$ cat src/rtl/vga_pkg.sv
// Shared 640x480@60 timing constants, display FSM states and the RGB332 expander
// used by the framebuffer display stage.
package vga_pkg;

   localparam int H_ACTIVE = 640;
   localparam int H_FP     = 16;
   localparam int H_SYNC   = 96;
   localparam int H_BP     = 48;
   localparam int H_TOTAL  = H_ACTIVE + H_FP + H_SYNC + H_BP;

   localparam int V_ACTIVE = 480;
   localparam int V_FP     = 10;
   localparam int V_SYNC   = 2;
   localparam int V_BP     = 33;
   localparam int V_TOTAL  = V_ACTIVE + V_FP + V_SYNC + V_BP;

   localparam int CNT_W    = 10;

   typedef enum logic [1:0] {WAIT_END, ARMED, SHOW} disp_state_t;

   // Bit replication keeps full-scale fields at FF and zero fields at 00.
   function automatic logic [23:0] rgb332_to_rgb888(input logic [7:0] pix);
      logic [2:0] r;
      logic [2:0] g;
      logic [1:0] b;
      r = pix[7:5];
      g = pix[4:2];
      b = pix[1:0];
      return {r, r, r[2:1], g, g, g[2:1], b, b, b, b};
   endfunction

endpackage

$ cat src/rtl/vga_fb_display_if.sv
// Framebuffer read port, CPU END flag and VGA DAC pins of the display stage.
interface vga_fb_display_if #(
   parameter int ADDR_W = 16
);
   logic              END;
   logic [ADDR_W-1:0] fb_addr;
   logic [7:0]        fb_rdata;
   logic              VGA_CLK;
   logic              VGA_HS;
   logic              VGA_VS;
   logic              VGA_SYNC_N;
   logic              VGA_BLANK_N;
   logic [7:0]        VGA_R;
   logic [7:0]        VGA_G;
   logic [7:0]        VGA_B;
   logic              frame_done;

   modport master (
      input  END, fb_rdata,
      output fb_addr, VGA_CLK, VGA_HS, VGA_VS, VGA_SYNC_N, VGA_BLANK_N,
             VGA_R, VGA_G, VGA_B, frame_done
   );

   modport slave (
      output END, fb_rdata,
      input  fb_addr, VGA_CLK, VGA_HS, VGA_VS, VGA_SYNC_N, VGA_BLANK_N,
             VGA_R, VGA_G, VGA_B, frame_done
   );
endinterface

$ cat src/rtl/vga_timing.sv
// Pixel-rate enable, h/v raster counters and raw (unregistered) sync/active flags.
module vga_timing
   import vga_pkg::*;
(
   input  logic             clk_sys,
   input  logic             rst_n,
   output logic             pix_en,
   output logic [CNT_W-1:0] h,
   output logic [CNT_W-1:0] v,
   output logic             hs_raw,
   output logic             vs_raw,
   output logic             active,
   output logic             wrap
);

   localparam logic [CNT_W-1:0] ONE      = CNT_W'(1);
   localparam logic [CNT_W-1:0] H_LAST   = CNT_W'(H_TOTAL - 1);
   localparam logic [CNT_W-1:0] V_LAST   = CNT_W'(V_TOTAL - 1);
   localparam logic [CNT_W-1:0] H_ACT    = CNT_W'(H_ACTIVE);
   localparam logic [CNT_W-1:0] V_ACT    = CNT_W'(V_ACTIVE);
   localparam logic [CNT_W-1:0] HS_START = CNT_W'(H_ACTIVE + H_FP);
   localparam logic [CNT_W-1:0] HS_STOP  = CNT_W'(H_ACTIVE + H_FP + H_SYNC);
   localparam logic [CNT_W-1:0] VS_START = CNT_W'(V_ACTIVE + V_FP);
   localparam logic [CNT_W-1:0] VS_STOP  = CNT_W'(V_ACTIVE + V_FP + V_SYNC);

   logic             pix_q;
   logic [CNT_W-1:0] h_q;
   logic [CNT_W-1:0] v_q;
   logic             h_last;
   logic             v_last;

   assign h_last = (h_q == H_LAST);
   assign v_last = (v_q == V_LAST);

   always_ff @(posedge clk_sys or negedge rst_n) begin
      if (!rst_n) begin
         pix_q <= 1'b0;
         h_q   <= '0;
         v_q   <= '0;
      end else begin
         pix_q <= ~pix_q;
         if (pix_q) begin
            if (h_last) begin
               h_q <= '0;
               v_q <= v_last ? '0 : v_q + ONE;
            end else begin
               h_q <= h_q + ONE;
            end
         end
      end
   end

   assign pix_en = pix_q;
   assign h      = h_q;
   assign v      = v_q;
   assign hs_raw = ~((h_q >= HS_START) && (h_q < HS_STOP));
   assign vs_raw = ~((v_q >= VS_START) && (v_q < VS_STOP));
   assign active = (h_q < H_ACT) && (v_q < V_ACT);
   assign wrap   = pix_q & h_last & v_last;

endmodule

$ cat src/rtl/vga_fb_display.sv
// Display stage: raster timing, framebuffer fetch, one-pixel output register and
// the END-gated enable that blanks the image until the CPU has finished.
//
//   state    | meaning
//   WAIT_END | CPU still running, active area forced black
//   ARMED    | END seen, waiting for the next frame start
//   SHOW     | image displayed, held until reset
module vga_fb_display
   import vga_pkg::*;
#(
   parameter int          IMG_W  = 256,
   parameter int          IMG_H  = 256,
   parameter int          ADDR_W = 16,
   parameter logic [23:0] BG_RGB = 24'h0
) (
   input logic              CLOCK2_50,
   input logic              KEY,
   vga_fb_display_if.master vga
);

   localparam logic [CNT_W-1:0] IMG_W_C = CNT_W'(IMG_W);
   localparam logic [CNT_W-1:0] IMG_H_C = CNT_W'(IMG_H);

   logic             pix_en;
   logic             hs_raw;
   logic             vs_raw;
   logic             active;
   logic             wrap;
   logic [CNT_W-1:0] h;
   logic [CNT_W-1:0] v;
   disp_state_t      state;
   disp_state_t      state_nx;
   logic [23:0]      rgb_c;
   logic [23:0]      rgb_q;
   logic             hs_q;
   logic             vs_q;
   logic             blank_q;
   logic             vclk_q;

   vga_timing u_timing (
      .clk_sys (CLOCK2_50),
      .rst_n   (KEY),
      .pix_en  (pix_en),
      .h       (h),
      .v       (v),
      .hs_raw  (hs_raw),
      .vs_raw  (vs_raw),
      .active  (active),
      .wrap    (wrap)
   );

   // RAM answers on the non-tick clock, so fb_rdata matches (h,v) at the next tick.
   assign vga.fb_addr = ADDR_W'(v[7:0]) * ADDR_W'(IMG_W) + ADDR_W'(h[7:0]);

   always_ff @(posedge CLOCK2_50 or negedge KEY) begin
      if (!KEY) begin
         state <= WAIT_END;
      end else begin
         state <= state_nx;
      end
   end

   always_comb begin
      state_nx = state;
      case (state)
         WAIT_END: if (vga.END) state_nx = ARMED;
         ARMED:    if (wrap)    state_nx = SHOW;
         SHOW:                  state_nx = SHOW;
         default:               state_nx = WAIT_END;
      endcase
   end

   always_comb begin
      rgb_c = '0;
      if (active && (state == SHOW)) begin
         if ((h < IMG_W_C) && (v < IMG_H_C)) begin
            rgb_c = rgb332_to_rgb888(vga.fb_rdata);
         end else begin
            rgb_c = BG_RGB;
         end
      end
   end

   // Syncs share the colour's register stage so all pins lag the counters equally.
   always_ff @(posedge CLOCK2_50 or negedge KEY) begin
      if (!KEY) begin
         vclk_q  <= 1'b0;
         hs_q    <= 1'b1;
         vs_q    <= 1'b1;
         blank_q <= 1'b0;
         rgb_q   <= '0;
      end else begin
         vclk_q <= pix_en;
         if (pix_en) begin
            hs_q    <= hs_raw;
            vs_q    <= vs_raw;
            blank_q <= active;
            rgb_q   <= rgb_c;
         end
      end
   end

   assign vga.VGA_CLK     = vclk_q;
   assign vga.VGA_HS      = hs_q;
   assign vga.VGA_VS      = vs_q;
   assign vga.VGA_BLANK_N = blank_q;
   assign vga.VGA_SYNC_N  = 1'b0;
   assign vga.VGA_R       = rgb_q[23:16];
   assign vga.VGA_G       = rgb_q[15:8];
   assign vga.VGA_B       = rgb_q[7:0];
   assign vga.frame_done  = wrap;

endmodule

$ cat src/flat_wrapper.sv
// flat-port wrapper written by rule: the top's interface ports become plain ports
module vga_fb_display_flat import vga_pkg::*;
#(
   parameter int          IMG_W  = 256,
   parameter int          IMG_H  = 256,
   parameter int          ADDR_W = 16,
   parameter logic [23:0] BG_RGB = 24'h0
)
  (CLOCK2_50, KEY, vga_END, vga_fb_rdata, vga_fb_addr, vga_VGA_CLK, vga_VGA_HS, vga_VGA_VS, vga_VGA_SYNC_N, vga_VGA_BLANK_N, vga_VGA_R, vga_VGA_G, vga_VGA_B, vga_frame_done);
  vga_fb_display_if #(.ADDR_W(ADDR_W)) vga_i ();
  input logic CLOCK2_50;
  input logic KEY;
  input wire logic [$bits(vga_i.END)-1:0] vga_END;
  input wire logic [$bits(vga_i.fb_rdata)-1:0] vga_fb_rdata;
  output wire logic [$bits(vga_i.fb_addr)-1:0] vga_fb_addr;
  output wire logic [$bits(vga_i.VGA_CLK)-1:0] vga_VGA_CLK;
  output wire logic [$bits(vga_i.VGA_HS)-1:0] vga_VGA_HS;
  output wire logic [$bits(vga_i.VGA_VS)-1:0] vga_VGA_VS;
  output wire logic [$bits(vga_i.VGA_SYNC_N)-1:0] vga_VGA_SYNC_N;
  output wire logic [$bits(vga_i.VGA_BLANK_N)-1:0] vga_VGA_BLANK_N;
  output wire logic [$bits(vga_i.VGA_R)-1:0] vga_VGA_R;
  output wire logic [$bits(vga_i.VGA_G)-1:0] vga_VGA_G;
  output wire logic [$bits(vga_i.VGA_B)-1:0] vga_VGA_B;
  output wire logic [$bits(vga_i.frame_done)-1:0] vga_frame_done;
  assign vga_i.END = vga_END;
  assign vga_i.fb_rdata = vga_fb_rdata;
  assign vga_fb_addr = vga_i.fb_addr;
  assign vga_VGA_CLK = vga_i.VGA_CLK;
  assign vga_VGA_HS = vga_i.VGA_HS;
  assign vga_VGA_VS = vga_i.VGA_VS;
  assign vga_VGA_SYNC_N = vga_i.VGA_SYNC_N;
  assign vga_VGA_BLANK_N = vga_i.VGA_BLANK_N;
  assign vga_VGA_R = vga_i.VGA_R;
  assign vga_VGA_G = vga_i.VGA_G;
  assign vga_VGA_B = vga_i.VGA_B;
  assign vga_frame_done = vga_i.frame_done;
  vga_fb_display #(.IMG_W(IMG_W), .IMG_H(IMG_H), .ADDR_W(ADDR_W), .BG_RGB(BG_RGB)) u_core (.CLOCK2_50(CLOCK2_50), .KEY(KEY), .vga(vga_i));
endmodule
$ cat config.mk
export PLATFORM = sky130hd
export DESIGN_NAME = vga_fb_display_flat
export DESIGN_NICKNAME = d
export VERILOG_FILES = /design/src/rtl/vga_pkg.sv /design/src/rtl/vga_fb_display_if.sv /design/src/rtl/vga_timing.sv /design/src/rtl/vga_fb_display.sv /design/src/flat_wrapper.sv
export SDC_FILE = /design/constraint.sdc
export NUM_CORES = 1
export LEC_CHECK = 0
export CAP_MARGIN = 20
export CELL_PAD_IN_SITES_DETAIL_PLACEMENT = 1
export CELL_PAD_IN_SITES_GLOBAL_PLACEMENT = 1
export CORE_UTILIZATION = 30
export CTS_BUF_LIST = sky130_fd_sc_hd__clkbuf_2 sky130_fd_sc_hd__clkbuf_4 sky130_fd_sc_hd__clkbuf_8
export DETAILED_ROUTE_END_ITERATION = 10
export PLACE_DENSITY = 0.8
export SLEW_MARGIN = 30
export SYNTH_ARGS = -nofsm -noshare
export SYNTH_HDL_FRONTEND = slang
export SYNTH_SLANG_ARGS = --single-unit
export TNS_END_PERCENT = 50
$ cat constraint.sdc
create_clock -name CLOCK2_50 -period 2.44 [get_ports CLOCK2_50]
set_clock_uncertainty 0.1 [all_clocks]
set_input_delay 0.366 -clock CLOCK2_50 [delete_from_list [all_inputs] [get_ports CLOCK2_50]]
set_output_delay 0.366 -clock CLOCK2_50 [all_outputs]
set_load 0.02 [all_outputs]
==> impl_metrics.tcl, run 1 <==
set metrics [dict create \
    outcome "finished, violations left" \
    violations "DRC" \
    fillerInstances 739 \
    ys_warn_count 0 \
    start_util_pct 31.4 \
    rsz0062_at_grt "false" \
    cts.path.max_buffers 2 \
    fin_ws_ns 0.151 \
    ys_ff_latch 35 \
    slew_viol_final 0 \
    avgRoutedWirePerCell_um 15.7 \
    clock_latency_ns 0.29 \
    place_hpwl_mm 3.87 \
    gp_congestion 0.810 \
    drc_errors 17 \
    rows 29 \
    ir_worst_vdd_v 0.000198 \
    antenna_found_initial 0 \
    rr_startpoint "u_core.u_timing.h[0]" \
    yosysUniqueCellTypes 44 \
    finalNetCount 264 \
    worst_slew_pin_slew_ns 0.596 \
    finalHoldViolCount 0 \
    diodes 0 \
    die-area_um2 7060 \
    cp.required_ns 1.97 \
    dr.pass1.iters 7 \
    synth_compound_area_share_pct 9.74 \
    dp_cells 316 \
    netlist_area_um2 2020 \
    slew_headroom_pct 60.1 \
    ios 57 \
    leakage_nw 1.14 \
    cp_max_fo 5 \
    fin_crit_ns 2.29 \
    grt_max_degree 36 \
    synth_top_family_by_area "simple AND/OR/NAND/NOR gates" \
    avgSynthCellArea_um2 9.84 \
    vias_per_cell 5.03 \
    final_cell_mix "clkdlybuf4s50_1, dfrtp_1, buf_4, nand3_1, inv_1" \
    ant_nets 0 \
    htreeDepth 2 \
    synth_simple_gate_area_share_pct 20.2 \
    synthMuxAreaShare_pct 0.993 \
    critPathLaunch "u_core.u_timing.h[0]" \
    fin_cells 324 \
    startpoint_type "register" \
    numCtsBuffers 5 \
    critPathCaptureType "primary output" \
    maxCapViolations 0 \
    synth_fa_ha_area_share_pct 4.34 \
    synthXorXnorAreaFrac_pct 4.78 \
    core_um2 6420 \
    worst_hold_path_type "input port to async pin" \
    die_height_um 84.0 \
    drt_iter0_markers 106 \
    synth_ff_type "dfrtp_1" \
    setup_tns_ns 0 \
    r2r.worst_path.cells 6 \
    setup_viol 0 \
    power_density_nw_per_um2 627 \
    async_reset_ff_share_pct 100 \
    worstPathArrival_ns 1.82 \
    synth_cells 205 \
    seq_area_frac_synth_pct 43.5 \
    place_area_um2 2520 \
    io_buffers 55 \
    grt_use_total_pct 15.4 \
    synth_nets 223 \
    path_class "register to primary output" \
    final_common_cell "clkdlybuf4s50_1" \
    wl_mm 5.09 \
    grt_pass1_vias 1721 \
    cts_tree "done" \
    r2r_end "u_core.state[1]" \
    dp_slack_ns 0.143 \
    synth_edf_count 0 \
    finalCritPeriodShare_pct 93.8 \
    endpoint "vga_frame_done" \
    whs_ns 0.389 \
    drive_gt1_share_pct 14.6 \
    dr_total_vias 1629 \
    clk_pin_slew_ns 0.08 \
    ff2ff_setup_slack_ns 0.50 \
    clockRootBuffer "clkbuf_8" \
    area_delta_synth_final_pct 30.0 \
    die_x_um 84.0 \
    register_area_um2 878 \
    totalPowerFinal_mw 1.64 \
    multi_input_area_um2 821 \
    clock-sinks 35 \
    grt_pass1_wl_mm 8.47 \
    fin_util_pct 40.8 \
    stdcell_area_um2 2620 \
    clock.fmax_mhz 437 \
    grt_overflow 0 \
]
-- where the power goes --
part | internal, mW | switching [mW] | leakage, nW
Clock | 0.199 | 0.226 | 0.0402
Combinational | 0.261 | 0.281 | 0.641
Sequential | 0.632 | 0.0438 | 0.456
Total | 1.09 | 0.551 | 1.14
-- sequential cells by signal, indices dropped and copies added, names as in the netlist --
register,count
u_core.state,2
u_core.u_timing.pix_en,1
u_core.u_timing.v,10
u_core.vga.VGA_BLANK_N,1
u_core.rgb_q,8
u_core.vga.VGA_HS,1
u_core.vga.VGA_CLK,1
u_core.u_timing.h,10
u_core.vga.VGA_VS,1
-- critical path, cell delays in order, from the launching register on --
cell	delay, ns
dfrtp_1	0.42
ha_1	0.22
and3_1	0.20
nand4_1	0.13
nor2_1	0.20
dlygate4sd2_1	0.36
-- cells in the mapped netlist, types with 2 or more instances --
library cell	instances	share of area (%)
o21ai_0	5	1.2
ha_1	7	4.3
nand2_1	10	1.9
a21oi_1	5	1.2
o21ai_1	2	0.50
nand4_1	6	1.9
clkbuf_1	2	0.37
nor3_1	6	1.5
nor4b_1	2	0.87
inv_1	12	2.2
xor2_1	4	1.7
nand2b_1	2	0.62
and3_1	4	1.2
and2_1	2	0.62
and4_1	2	0.87
xnor2_1	7	3.0
nand3_1	13	3.2
dfstp_2	2	2.6
buf_2	3	0.74
buf_4	34	13
a22o_1	8	3.5
or3_1	2	0.62
nor2_1	11	2.0
mux2i_1	2	0.99
dfrtp_1	33	41
-- cell type report --
class                      count  share of cell area, %
clock buffer                   5                   2.63
clock inverter                 3                  0.764
inverter                      12                   1.72
multi-input combinational    118                   31.3
sequential                    35                   33.5
tap                           77                   3.68
timing repair buffer          74                   26.4
-- kinds of logic after synthesis --
family          count (synthesis)
simple gates                   69
flops                          35
buf+inv                        52
xor+xnor                       11
compound gates                 28
mux                             2
other cells                     1
fa+ha+maj                       7
-- layer usage --
metal	part of all wire (%)	track usage, %
met1	43	18.2
met2	51	27.3
met3	5.2	3.46
met4	1.2	5.33
met5	0	0
-- worst min-delay path by stage --
stage                      startpoint                endpoint  cells after the start  slack (ns)
2_1_floorplan                     KEY        u_core.rgb_q[13]                      0       -0.03
3_5_place_dp   u_core.vga.VGA_BLANK_N  u_core.vga.VGA_BLANK_N                      2        0.39
3_3_place_gp        u_core.vga.VGA_HS       u_core.vga.VGA_HS                      2        0.38
6_report                          KEY    u_core.u_timing.v[1]                      2        0.39
4_1_cts                           KEY    u_core.u_timing.v[1]                      2        0.40
5_1_grt             u_core.vga.VGA_HS       u_core.vga.VGA_HS                      2        0.41
-- what timing repair did --
item                                    in CTS  in global routing
hold buffers                                 0                  0
buffers inserted                             0                  0
resized for setup                            2                  0
endpoints found under the setup margin       1                  0
(Power assumes the default switching activity.)
==> run 2: changes to the inputs <==
Settings changed: CAP_MARGIN 20 to 0, CORE_UTILIZATION 30 to 37, PLACE_DENSITY 0.8 to 0.94.
Clock period 2.44 ns to 2.6 ns, I/O delays scaled along.
==> run 2 against run 1 <==
  * The run now ends clean
  * Setup slack better by 0.057 ns
  * First-iteration DRC count grew 10%
  * Count of clock-buffer cells in the layout unchanged
  * Register-to-register slack gained 0.15 ns
  * Sequential power fell by 5.6%
  * Clock power grew 40%
  * Critical path depth is 1 higher
  * Flip-flop and latch count is the same
  * Die area fell by 18%
  * Utilization grew 9.6 points
  * Critical endpoint unchanged
  * Largest power group unchanged
==> impl_metrics.tcl, run 2 (same netlist as run 1, synthesis figures left out) <==
set metrics [dict create \
    outcome "finished, final reports clean" \
    clock.fmax_mhz 418 \
    leakage_nw 1.12 \
    drc_errors 0 \
    totalPowerFinal_mw 1.76 \
    clock-sinks 35 \
    start_util_pct 39.0 \
    slew_headroom_pct 61.3 \
    fin_crit_ns 2.39 \
    grt_overflow 0 \
    setup_viol 0 \
    setup_tns_ns 0 \
    worst_hold_path_type "register to register" \
    clockRootBuffer "clkbuf_8" \
    dr.pass1.iters 4 \
    drive_gt1_share_pct 12.0 \
    ir_worst_vdd_v 0.000286 \
    rr_startpoint "u_core.u_timing.h[0]" \
    cp_max_fo 5 \
    io_buffers 55 \
    min_to "u_core.vga.VGA_HS" \
    core_um2 5170 \
    ios 57 \
    finalCritPeriodShare_pct 92.0 \
    finalNetCount 258 \
    cp.required_ns 2.11 \
    ant_nets 0 \
    gp_congestion 0.832 \
    fin_cells 311 \
    ff2ff_setup_slack_ns 0.65 \
    die-area_um2 5750 \
    dp_cells 303 \
    die_x_um 75.8 \
    maxCapViolations 0 \
    rsz0062_at_grt "false" \
    htreeDepth 2 \
    fin_util_pct 50.5 \
    final_cell_mix "clkdlybuf4s50_1, dfrtp_1, nand3_1, buf_4, inv_1" \
    grt_pass1_vias 1769 \
    final_common_cell "clkdlybuf4s50_1" \
    r2r_end "u_core.state[0]" \
    worst_slew_pin_slew_ns 0.577 \
    clock_latency_ns 0.30 \
    path_class "register to primary output" \
    multi_input_area_um2 816 \
    critPathCaptureType "primary output" \
    cts_tree "done" \
    place_hpwl_mm 4.30 \
    wl_mm 5.93 \
    rows 26 \
    die_height_um 75.8 \
    diodes 0 \
    avgRoutedWirePerCell_um 19.1 \
    finalHoldViolCount 0 \
    worstPathArrival_ns 1.90 \
    startpoint_type "register" \
    vias_per_cell 5.37 \
    power_density_nw_per_um2 674 \
    grt_use_total_pct 23.4 \
    clk_pin_slew_ns 0.08 \
    antenna_found_initial 0 \
    register_area_um2 878 \
    hold_path.startpoint "u_core.vga.VGA_HS" \
    grt_pass1_wl_mm 9.40 \
    min_delay_path_depth 2 \
    drt_iter0_markers 117 \
    numCtsBuffers 5 \
    slew_viol_final 0 \
    dr_total_vias 1669 \
    grt_max_degree 36 \
    area_delta_synth_final_pct 29.4 \
    fillerInstances 573 \
    cts.path.max_buffers 2 \
    r2r.worst_path.cells 6 \
]
[run 2: cell types whose count changed in the layout (fill, tap and decap cells not counted)]
cell,before,now
clkinvlp_4,2,1
nor3b_2,1,0
nor3b_1,0,1
buf_4,19,13
clkinv_2,1,0
bufinv_16,0,2
[run 2: worst max-delay path, cell delays in order (launching register included)]
cell           delay, ns
dfrtp_1             0.44
inv_1               0.11
ha_1                0.15
and4b_1             0.22
nand3_1             0.11
nor2_1              0.21
dlygate4sd2_1       0.36
[run 2: where the power goes]
group          leakage, nW  switching (mW)  internal (mW)
logic                0.603           0.277          0.247
clock network       0.0644           0.215          0.382
registers            0.456          0.0443          0.593
[run 2: cell type report]
cell class                      count  area share, %
Inverter                           12           1.73
Sequential cell                    35           33.7
Multi-Input combinational cell    118           31.3
Clock inverter                      3           2.59
Tap cell                           70           3.36
Timing Repair Buffer               68           24.8
Clock buffer                        5           2.64
[run 2: timing repair]
action | 4_1_cts | 5_1_grt
endpoints found under the hold margin | 0 | 0
resized for setup | 1 | 0
setup endpoints to repair | 1 | 0
hold buffers | 0 | 0
setup buffers | 0 | 0
[run 2: per-stage QoR]
| stage | setup slack [ns] | area [µm²] | hold WS (ns) |
|---|---|---|---|
| final | 0.208 | 2610 | 0.390 |
| after global routing | 0.102 | 2610 | 0.412 |
| after CTS | 0.210 | 2610 | 0.397 |
| after detailed placement | 0.262 | 2470 | 0.386 |
| after global placement | 0.324 | 2470 | 0.375 |
| after floorplan | 0.630 | 2020 | -0.00559 |
[run 2: worst max path at each step]
stage	startpoint	to	slack [ns]	cells after the start
2_1_floorplan	u_core.u_timing.h[0]	vga_frame_done	0.63	5
3_3_place_gp	u_core.u_timing.v[9]	vga_frame_done	0.32	4
3_5_place_dp	u_core.u_timing.h[0]	vga_frame_done	0.26	5
4_1_cts	u_core.u_timing.v[1]	vga_frame_done	0.21	6
5_1_grt	u_core.u_timing.h[0]	vga_frame_done	0.10	5
6_report	u_core.u_timing.v[1]	vga_frame_done	0.21	6
[run 2: routing by layer]
metal  share of wire, %  track usage, %  vias up
met4                4.2            13.0        0
met3                6.4            7.28       25
met2                 54            43.4       76
met5                  0               0        -
li1                   -               -      747
met1                 35            23.0      821
==> run 3: changes to the inputs <==
Settings changed: ABC_AREA from default to 1, CELL_PAD_IN_SITES_GLOBAL_PLACEMENT 1 to 2, CORE_UTILIZATION 37 to 29, PLACE_DENSITY 0.94 to 0.95.
==> run 3 against run 2 <==
  * Fmax shrank 0.63%
  * Clock power shrank 15%
  * Count of clock-buffer cells in the layout grew 1
  * Die area grew 34%
  * Power shrank 6.3%
  * Critical endpoint unchanged
  * Largest power group unchanged
  * Highest routed layer unchanged
==> impl_metrics.tcl, run 3 <==
set metrics [dict create \
    grt_pass1_wl_mm 9.16 \
    die_x_um 87.9 \
    grt_max_degree 36 \
    path_class "register to primary output" \
    ir_worst_vdd_v 0.000247 \
    startpoint_type "register" \
    rr_startpoint "u_core.u_timing.h[0]" \
    critPathCaptureType "primary output" \
    synth_top_cell_by_area "dfrtp_1" \
    diodes 0 \
    slowest_delay_ns 0.42 \
    cp_max_fo 5 \
    drive_gt1_share_pct 10.7 \
    start_util_pct 30.8 \
    die-area_um2 7730 \
    synth_ff_type "dfrtp_1" \
    cts_setup_buffers 0 \
    clock-sinks 35 \
    area_delta_synth_final_pct 26.9 \
    hold_path.startpoint "u_core.vga.VGA_BLANK_N" \
    yosys-top-cells-count "nand2_1, buf_4, dfrtp_1, inv_1, nor2_1" \
    avgRoutedWirePerCell_um 14.0 \
    outcome "finished, final reports clean" \
    cp_slowest_cell "dfrtp_1" \
    grt_use_total_pct 15.4 \
    synth_cells 258 \
    avgSynthCellArea_um2 8.29 \
    critPathLaunch "u_core.u_timing.v[1]" \
    p_sw_share_pct 30.4 \
    yosysUniqueCellTypes 33 \
    synthTopCellsByArea "dfrtp_1, buf_4, nand2_1" \
    vias_per_cell 4.63 \
    netlist_area_um2 2140 \
    place_hpwl_mm 4.11 \
    clkPwrFrac_pct 30.8 \
    fillerInstances 809 \
    combPwrFrac_pct 30.5 \
    leakage_nw 1.20 \
    ys_warn_count 0 \
    wl_mm 5.41 \
    cts_tree "done" \
    clock.fmax_mhz 415 \
    register_area_um2 878 \
    clock_latency_ns 0.28 \
    worst-path-buf-inv 3 \
    grt_pass1_vias 1883 \
    cp_common_cell "inv_1" \
    slew_viol_final 0 \
    htreeDepth 2 \
    synth_top_area_share_pct 38.6 \
    numCtsBuffers 5 \
    finalNetCount 308 \
    path_cells "inv_1 -> ha_1 -> inv_1 -> nor3_1 -> nand4_1 -> nor4_2 -> clkbuf_2" \
    worst_slew_pin_slew_ns 0.625 \
    seq_power_share_pct 38.7 \
    setup_viol 0 \
    dr.pass1.iters 4 \
    async_reset_ff_share_pct 100 \
    rows 30 \
    core_um2 6940 \
    final_cell_mix "clkdlybuf4s50_1, nand2_1, dfrtp_1, inv_1, nor2_1" \
    cp.required_ns 2.11 \
    grt_overflow 0 \
    fin_util_pct 39.1 \
    fin_crit_ns 2.41 \
    setup_tns_ns 0 \
    ios 57 \
    power_density_nw_per_um2 607 \
    worst_hold_path_type "register to register" \
    cts.path.max_buffers 2 \
    finalHoldViolCount 0 \
    slew_headroom_pct 58.2 \
    antenna_found_initial 0 \
    die_height_um 87.9 \
    ant_nets 0 \
    seq_area_frac_synth_pct 41.1 \
    io_buffers 55 \
    critPathTopFamily "simple AND/OR/NAND/NOR gates" \
    ctsHoldBuffers 0 \
    synth_nets 276 \
    dr_total_vias 1790 \
    synthMostInstantiatedCell "nand2_1" \
    clk_pin_slew_ns 0.07 \
    finalCritPeriodShare_pct 92.6 \
    final_common_cell "clkdlybuf4s50_1" \
    synth_edf_count 0 \
    power_switching_mw 0.501 \
    clockRootBuffer "clkbuf_8" \
    intPower_mw 1.15 \
    multi_input_area_um2 878 \
    maxCapViolations 0 \
    drt_iter0_markers 56 \
    worstPathArrival_ns 1.92 \
    drc_errors 0 \
    gp_congestion 0.774 \
    ys_ff_latch 35 \
]
-- run 3: changes by cell type after synthesis, sizes merged, moves of 7 or more --
cell,before,now
a22o,8,0
a32o,1,8
inv,12,34
nand2,10,46
nand3,14,21
nor2,11,27
-- run 3: power groups by stage --
stage,Clock [mW],Sequential [mW],Combinational [mW]
after floorplan,0,0.683,0.300
after global placement,0,0.645,0.495
after detailed placement,0,0.651,0.508
after CTS,0.522,0.639,0.509
after global routing,0.551,0.647,0.546
final,0.508,0.638,0.503
-- run 3: path summary, 6_finish.rpt --
| path | end | slack, ns | cells after the start |
|---|---|---|---|
| hold reg to reg | u_core.vga.VGA_BLANK_N | 0.40 | 2 |
| max in group asynchronous | u_core.vga.VGA_HS | 1.62 | 2 |
| setup / recovery | vga_frame_done | 0.19 | 7 |
| setup reg to reg | u_core.u_timing.v[9] | 0.80 | 10 |
| hold / removal | u_core.vga.VGA_BLANK_N | 0.40 | 2 |
| min in group asynchronous | u_core.u_timing.v[1] | 0.43 | 2 |
-- run 3: timing repair --
action | in CTS | in global routing
gates resized for setup | 1 | 4
endpoints found under the setup margin | 1 | 1
hold endpoints to repair | 0 | 0
-- run 3: cell type report --
class | count | share of cell area [%]
Inverter | 34 | 4.79
Timing Repair Buffer | 61 | 21.8
Sequential cell | 35 | 32.4
Clock inverter | 2 | 1.29
Tap cell | 96 | 4.42
Multi-Input combinational cell | 153 | 32.4
Clock buffer | 6 | 3.04
-- run 3: per-layer routing --
metal  up-vias  GRT usage [%]  share of wire (%)
met5         -              0                  0
met4         0           6.71                2.1
met3        12           2.64                4.1
met2        46           26.9                 52
met1       864           18.4                 42
li1        868              -                  -
-- run 3: worst min-delay path: cells and delay by family, from the launching register on --
family | cells | cell delay, ns
DFF | 1 | 0.35
AOI/OAI and AO/OA | 1 | 0.05
and+or+nand+nor | 1 | 0.06
-- run 3: metrics by stage --
| step | power, mW | std cells | cell area, µm² | setup slack (ns) | hold slack [ns] |
|---|---|---|---|---|---|
| 6_report | 1.65 | 387 | 2720 | 0.192 | 0.396 |
| 5_1_grt | 1.74 | 387 | 2720 | -0.0267 | 0.447 |
| 4_1_cts | 1.67 | 387 | 2710 | 0.101 | 0.402 |
| 3_5_place_dp | 1.16 | 379 | 2590 | 0.121 | 0.383 |
| 3_3_place_gp | 1.14 | 379 | 2590 | 0.206 | 0.377 |
| 2_1_floorplan | 0.983 | 258 | 2140 | 0.532 | -0.00559 |
-- run 3: kinds of logic after synthesis --
logic type,synth area share (%)
xor gates and xnor gates,2.87
and+or+nand+nor,24.6
DFF,41.1
buffers and inverters,18.4
other,0.175
AOI/OAI and AO/OA,8.77
adders and majority gates,4.09
